`config.mk`:
```
export PLATFORM = sky130hd
export DESIGN_NAME = nibble_ram_arbiter
export DESIGN_NICKNAME = d
export VERILOG_FILES = /design/src/rtl/nibble_ram_arbiter.sv
export SDC_FILE = /design/constraint.sdc
export NUM_CORES = 1
export LEC_CHECK = 0
export BUFFER_PORTS_ARGS = -buffer_cell sky130_fd_sc_hd__buf_4
export CAP_MARGIN = 5
export CELL_PAD_IN_SITES_DETAIL_PLACEMENT = 1
export CELL_PAD_IN_SITES_GLOBAL_PLACEMENT = 1
export CORE_ASPECT_RATIO = 1.2
export CORE_MARGIN = 4
export CORE_UTILIZATION = 23
export DETAILED_ROUTE_END_ITERATION = 10
export GPL_ROUTABILITY_DRIVEN = 1
export GPL_TIMING_DRIVEN = 0
export HOLD_SLACK_MARGIN = 0.1
export PLACE_DENSITY_LB_ADDON = 0.1
export RECOVER_POWER = 100
export SYNTH_ARGS = -nofsm -noshare
export SYNTH_HDL_FRONTEND = slang
export SYNTH_SLANG_ARGS = --single-unit
export TNS_END_PERCENT = 50
```
`constraint.sdc`:
```
create_clock -name clk -period 1.48 [get_ports clk]
set_clock_uncertainty 0.05 [all_clocks]
set_input_delay 0.074 -clock clk [delete_from_list [all_inputs] [get_ports clk]]
set_output_delay 0.074 -clock clk [all_outputs]
set_load 0.05 [all_outputs]
```
`src/rtl/nibble_ram_arbiter.sv`:
```
`default_nettype none
// ============================================================================
//  Module      : nibble_ram_arbiter
//  Description : Shares the single-port 640-nibble system RAM between the CPU
//                bus (fixed priority) and an auxiliary requester (DMA/LCD).
//                A streak counter forces an aux slot after MAX_CPU_STREAK
//                consecutive CPU wins while aux is waiting.
//  Revision    : 1.0 - initial release
// ============================================================================
module nibble_ram_arbiter #(
  parameter int                    ADDR_WIDTH     = 12,
  parameter int                    DATA_WIDTH     = 4,
  parameter logic [ADDR_WIDTH-1:0] RAM_LIMIT      = 12'h280,
  parameter int                    MAX_CPU_STREAK = 8
) (
  input  logic                  clk,
  input  logic                  reset,
  // CPU bus
  input  logic                  cpu_req,
  input  logic                  cpu_we,
  input  logic [ADDR_WIDTH-1:0] cpu_addr,
  input  logic [DATA_WIDTH-1:0] cpu_wdata,
  output logic                  cpu_stall,
  output logic [DATA_WIDTH-1:0] cpu_rdata,
  // auxiliary requester
  input  logic                  aux_req,
  input  logic                  aux_we,
  input  logic [ADDR_WIDTH-1:0] aux_addr,
  input  logic [DATA_WIDTH-1:0] aux_wdata,
  output logic                  aux_ready,
  output logic                  aux_rvalid,
  output logic [DATA_WIDTH-1:0] aux_rdata,
  // RAM array
  output logic [9:0]            ram_addr,
  output logic                  ram_we,
  output logic [DATA_WIDTH-1:0] ram_wdata,
  input  logic [DATA_WIDTH-1:0] ram_rdata
);

  localparam logic [3:0] c_max_streak = 4'(MAX_CPU_STREAK);

  // A zero streak limit would starve the CPU forever; >15 overflows the counter.
  if ((MAX_CPU_STREAK < 1) || (MAX_CPU_STREAK > 15)) begin : g_bad_max_streak
    $error("nibble_ram_arbiter: MAX_CPU_STREAK must be in 1..15");
  end

  logic [3:0]            r_streak;
  logic                  r_cpu_rd;      // CPU in-range read accepted last cycle
  logic                  r_aux_pend;    // aux read accepted last cycle
  logic                  r_aux_in;      // that aux read was in range
  logic [DATA_WIDTH-1:0] r_aux_hold;    // last delivered aux read data

  logic                  w_cpu_req;
  logic                  w_aux_req;
  logic                  w_grant_cpu;
  logic                  w_grant_aux;
  logic                  w_cpu_in;
  logic                  w_aux_in;
  logic                  w_aux_rvalid;
  logic [DATA_WIDTH-1:0] w_aux_new;

  // Requests are masked while reset is held so nothing reaches the RAM.
  assign w_cpu_req   = cpu_req & ~reset;
  assign w_aux_req   = aux_req & ~reset;

  // Aux wins when alone or when the CPU has used up its streak allowance.
  assign w_grant_aux = w_aux_req & (~w_cpu_req | (r_streak == c_max_streak));
  assign w_grant_cpu = w_cpu_req & ~w_grant_aux;

  assign w_cpu_in    = (cpu_addr < RAM_LIMIT);
  assign w_aux_in    = (aux_addr < RAM_LIMIT);

  // RAM drive follows the winner; the CPU owns the bus when idle.
  assign ram_addr    = w_grant_aux ? aux_addr[9:0] : cpu_addr[9:0];
  assign ram_wdata   = w_grant_aux ? aux_wdata     : cpu_wdata;
  assign ram_we      = (w_grant_cpu & cpu_we & w_cpu_in) |
                       (w_grant_aux & aux_we & w_aux_in);

  assign cpu_stall   = w_cpu_req & w_grant_aux;
  assign aux_ready   = w_grant_aux;

  // Read return: RAM output is already registered, so only steer/zero it here.
  assign cpu_rdata    = (r_cpu_rd & ~reset) ? ram_rdata : '0;
  assign w_aux_rvalid = r_aux_pend & ~reset;
  assign w_aux_new    = r_aux_in ? ram_rdata : '0;
  assign aux_rvalid   = w_aux_rvalid;
  assign aux_rdata    = w_aux_rvalid ? w_aux_new : r_aux_hold;

  // Streak of CPU wins over a waiting aux; any aux win or aux idle clears it.
  always_ff @(posedge clk) begin
    if (reset) begin
      r_streak <= 4'd0;
    end else if (!aux_req || w_grant_aux) begin
      r_streak <= 4'd0;
    end else if (w_grant_cpu && (r_streak != c_max_streak)) begin
      r_streak <= r_streak + 4'd1;
    end
  end

  // Track accepted reads so their data can be returned one cycle later.
  always_ff @(posedge clk) begin
    if (reset) begin
      r_cpu_rd   <= 1'b0;
      r_aux_pend <= 1'b0;
      r_aux_in   <= 1'b0;
    end else begin
      r_cpu_rd   <= w_grant_cpu & ~cpu_we & w_cpu_in;
      r_aux_pend <= w_grant_aux & ~aux_we;
      r_aux_in   <= w_aux_in;
    end
  end

  // Hold the last aux read result between deliveries.
  always_ff @(posedge clk) begin
    if (reset) begin
      r_aux_hold <= '0;
    end else if (w_aux_rvalid) begin
      r_aux_hold <= w_aux_new;
    end
  end

endmodule
`default_nettype wire

```
==> metrics.txt, run 1 <==
WL met3 366 um; Pleak 0.780 nW; DR WL met2 1.48 mm; Setup-failing EPs final 17; cells after synthesis 91; WP data required 1360 ps; # clock sinks 11; post-synthesis register bit count 11; WL per Instance 13.4 um; Power Density 593 nW/um^2; drc violations 0; RSZ-0062 raised after global routing yes; drt total wl 2.87 mm; clock-pin slew on the worst setup and hold paths 50 ps; vias in the first global route 1141; Final period util 126%; Total Power 0.00101 W; CP endpoint kind primary output; IO Pins 68; worst-margin pin slew 343 ps; Critical Path Fanout Max 6; GR Util All Layers 13.5%; post-DR vias/cell 4.46; CTS tree yes; synth unique cells 25; Max Fclk 0.536 GHz; commonest non-fill, non-tap cell in the layout buf_4; asr flop ratio synth 0%; sequential area share after synthesis 27.2%; DR vias 955; Final Critical Period 1860 ps; HP Start reset; initial drt markers 16; fin area 1700 um^2; synthesized area 811 um^2; initial core utilization 24.1%; synth warn 0; Crit Path Category flop to primary output; gr ovfl total 0; path depth of the worst reg2reg path 7; Site Rows 23; first-pass GRT wire length 4.98 mm; met1 WL 973 um; Die H 73.0 um; CTS Buffer Depth 2; Setup Total Neg Slack -5750 ps; Die Wd 62.2 um; syn_area_per_cell 8.91 um^2; most frequent cells in the layout buf_4 (52), buf_6 (19), nand2_1 (10); status finished with violations; syn nets 135; max-cap violations 0; Hold Fails Final Rpt 0; highest routed layer met4; n_diodes 0; EDFF count, synth 0; Detail Route Antenna Nets 0; largest net degree at the start of global routing 11; Cell Area, Placed 1380 um^2; initial antenna violation count 0; PnR worst setup slack -385 ps; Startpoint Class flop; share of layout cells above drive strength 1 59.3%; CP Data Arrival Time 1740 ps; HP Class input port to flop; TritonCTS Buffers 3; most common flop cell mapped by yosys dfxtp_1; port bufs 66; failing checks negative setup slack; Hold Path Cell Cnt 4; H-tree depth 1; Peak supply drop 439 uV; insertion delay of the later-clocked pin in the worst-skew pair 230 ps; Pins Over Slew Limit 0; Initial DRT Pass Iterations 3; Max transition margin 76.8%; fillcell total 391; GPL Wtd Cong 0.630; Core Region 3370 um^2; CTS root buf clkbuf_8; Critical Path Source r_streak[1]; placed wire-length estimate 2.24 mm; Nets 222; RR Startpoint r_streak[1]; Area Growth Syn to Fin 109%; die area 4540 um^2
==> Yosys cell counts (2+ instances only) <==
library cell / number / area, um^2
o21ai_0: 6 / 30.0
mux2_2: 9 / 101
nor2_1: 6 / 22.5
a21oi_1: 4 / 20.0
inv_1: 4 / 15.0
nand2_1: 10 / 37.5
nand3_1: 8 / 40.0
ha_1: 2 / 25.0
and2_1: 5 / 31.3
buf_6: 2 / 22.5
mux2_4: 5 / 75.1
nand2b_1: 5 / 31.3
dfxtp_1: 11 / 220
clkbuf_1: 3 / 11.3
==> critical path: stages, from the launching register on <==
cell and delay [ps]:
dfxtp_2 320, inv_2 60, ha_4 140, nand3b_4 90
a21boi_4 140, buf_6 140, buf_12 120, mux2_2 340
buf_6 150
==> what timing repair did <==
action	in CTS	in global routing
setup endpoints to repair	22	22
buffers inserted	6	1
gates resized for setup	26	10
hold buffers	9	0
pin swaps	0	1
endpoints found under the hold margin	7	0
==> worst paths after layout <==
check / to / slack (ps)
worst max-delay path: ram_addr[4] / -380
worst max register to register: r_aux_pend / 210
worst min-delay path: r_streak[1] / 150
worst min register to register: r_aux_hold[3] / 420
==> through the flow <==
stage	std cells	hold WS (ps)	utilization, %	setup slack (ps)
after floorplan	91	95.6	-	-125
after global placement	194	196	41.0	-181
after detailed placement	194	197	41.0	-223
after CTS	213	133	49.5	-402
after global routing	214	196	50.4	-462
final	214	155	50.4	-385
==> routing by layer <==
metal  track usage [%]  up-vias
met4              6.51        0
met3              6.32        4
met2              23.6       51
met1              13.4      425
met5                 0        -
li1                  -      475
==> cell type report <==
| class | instances | area, um^2 | share of cell area [%] |
|---|---|---|---|
| plain buffers | 6 | 61.3 | 3.62 |
| clock buffers | 4 | 45.0 | 2.66 |
| inverters | 4 | 15.0 | 0.886 |
| multi-input cells | 70 | 561 | 33.1 |
| flip-flops and latches | 11 | 223 | 13.1 |
| well taps | 37 | 46.3 | 2.73 |
| repair buffers | 82 | 744 | 43.9 |
==> cells by family after synthesis <==
logic type	share of synthesized area [%]
simple gates	27.6
mux	23.0
compound gates	8.49
flops	27.2
buf+inv	8.49
xor+xnor	2.16
fa+ha+maj	3.09
==> sequential cells by signal, indices dropped and copies added, names as in the netlist <==
name        flops
r_aux_hold      4
r_streak        4
r_aux_in        1
r_aux_pend      1
r_cpu_rd        1
==> power breakdown <==
| part | total [W] | switching [W] | internal [W] |
|---|---|---|---|
| clock network | 0.000294 | 0.000106 | 0.000189 |
| logic | 0.000409 | 0.000197 | 0.000212 |
| registers | 0.000302 | 0.00000147 | 0.000301 |
| total | 0.00101 | 0.000304 | 0.000701 |
Note: power is estimated with default switching activity, not from simulation.
==> run 2: changes to the inputs <==
- CAP_MARGIN: 5 -> 20
- REMOVE_ABC_BUFFERS: default -> 1
==> metrics.txt, run 2 (synthesis gave the netlist of run 1 again) <==
status finished with violations; failing checks negative setup slack; Die Wd 62.2 um (unchanged); placed wire-length estimate 2.16 mm (-3.4%); max-cap violations 0 (unchanged); Detail Route Antenna Nets 0 (unchanged); IO Pins 68 (unchanged); TritonCTS Buffers 3 (unchanged); Max transition margin 75.3% (-1.5 points); Site Rows 23 (unchanged); final core occ 50.9% (+0.56 points); DR WL met2 1.69 mm (+14%); GR Util All Layers 15.2% (+1.7 points); Peak supply drop 302 uV (-31%); # clock sinks 11 (unchanged); Pleak 0.803 nW (+2.9%); port bufs 67 (+1.5%); initial drt markers 7 (-9); PnR worst setup slack -391 ps (-6.70 ps); Max Fclk 0.534 GHz (-0.36%); Final period util 126% (+0.45 points); highest routed layer met4; Crit Path Category flop to primary output; Critical Path Fanout Max 5 (-1); CP endpoint kind primary output; share of layout cells above drive strength 1 58.3% (-1.0 points); gr ovfl total 0 (unchanged); Setup-failing EPs final 17 (unchanged); commonest non-fill, non-tap cell in the layout buf_4; fin area 1710 um^2 (+1.1%); n_diodes 0 (unchanged); WP data required 1360 ps (about the same); Pins Over Slew Limit 0 (unchanged); Power Density 598 nW/um^2 (+0.81%); path depth of the worst reg2reg path 7 (unchanged); Hold Path Cell Cnt 4 (unchanged); WL per Instance 15.1 um (+12%); die area 4540 um^2 (unchanged); CTS Buffer Depth 2 (unchanged); CTS tree yes; largest net degree at the start of global routing 10 (-1); WL met3 400 um (+9.3%); Startpoint Class flop; initial core utilization 24.1% (unchanged); Hold Fails Final Rpt 0 (unchanged); insertion delay of the later-clocked pin in the worst-skew pair 230 ps (about the same); Placed Cells 189 (-2.6%); Cell Area, Placed 1310 um^2 (-5.4%); Area Growth Syn to Fin 111%; post-DR vias/cell 4.54 (+1.7%); worst-margin pin slew 365 ps (+22.1 ps); initial antenna violation count 0 (unchanged); drc violations 0 (unchanged); vias in the first global route 1179 (+3.3%); Die H 73.0 um (unchanged); largest registers r_aux_hold x4, r_streak x4; reg-to-reg setup timing slack 190 ps (-20 ps); most frequent cells in the layout buf_4 (48), mux2_4 (14), nand2_1 (10), buf_8 (10), dlygate4sd3_1 (9); DR vias 962 (+0.73%); Initial DRT Pass Iterations 3 (unchanged); Nets 220 (-0.90%); first-pass GRT wire length 5.55 mm (+11%); RSZ-0062 raised after global routing yes; drt total wl 3.19 mm (+11%); clock-pin slew on the worst setup and hold paths 50 ps (about the same); CTS root buf clkbuf_8; met1 WL 1.08 mm (+11%); GPL Wtd Cong 0.707 (+12%); CP Data Arrival Time 1750 ps (about the same); HP Class input port to flop; Final Critical Period 1870 ps (+6.70 ps); Core Region 3370 um^2 (unchanged); Post-Layout Cell Count 212 (-0.93%); H-tree depth 1 (unchanged); Setup Total Neg Slack -5980 ps (-229 ps)
==> run 2: cell types whose count changed in the layout (fill, tap and decap cells not counted), moves of 3 or more <==
cell      before  now
buf_4         52   48
buf_6         19    8
buf_8          4   10
clkbuf_2       0    4
mux2_2         6    0
mux2_4         8   14
o21ai_0        2    5
o21ai_1        4    1
==> run 2: cell type report <==
cell class	instances	area, um^2
clock buffers	4	45.0
fillers	392	1650
multi-input cells	70	573
repair buffers	86	810
inverters	4	15.0
well taps	37	46.3
flip-flops and latches	11	225
==> run 2: what timing repair did <==
action | CTS | global route
hold buffers | 10 | 0
gates cloned | 2 | 0
endpoints found under the hold margin | 7 | 0
pin swaps | 3 | 0
setup buffers | 6 | 1
gates resized for setup | 48 | 4
endpoints found under the setup margin | 23 | 20
==> run 2: per-stage QoR <==
stage          setup WS [ps]  power, W  hold slack, ps
4_1_cts                 -375   0.00104             116
5_1_grt                 -455   0.00108             159
3_3_place_gp            -470  0.000632             193
2_1_floorplan           -900  0.000489            93.1
6_report                -391   0.00103             122
3_5_place_dp            -490  0.000636             198
==> run 2: power breakdown <==
group          switching [W]  leakage (nW)  total [W]  internal, W
combinational       0.000201         0.689   0.000428     0.000227
sequential        0.00000460        0.0908   0.000306     0.000301
clock               0.000103        0.0228   0.000291     0.000188
==> run 2: worst paths after layout <==
| check | from | to |
|---|---|---|
| setup reg to reg | r_streak[1] | r_aux_pend |
| setup / recovery | r_streak[1] | ram_addr[2] |
| hold reg to reg | r_aux_hold[0] | r_aux_hold[0] |
| hold / removal | aux_addr[9] | r_aux_in |
==> run 2: metal layers <==
metal,vias up,GRT usage (%)
met2,60,28.0
met4,0,4.34
met1,426,15.2
met5,-,0
met3,4,6.93
li1,472,-
==> run 2: worst max-delay path, stage by stage (launching register included) <==
cell and delay (ps):
dfxtp_2 320, inv_2 70, ha_4 140, nand3b_4 90
a21boi_4 170, buf_6 150, buf_12 120, mux2_4 310
buf_8 150
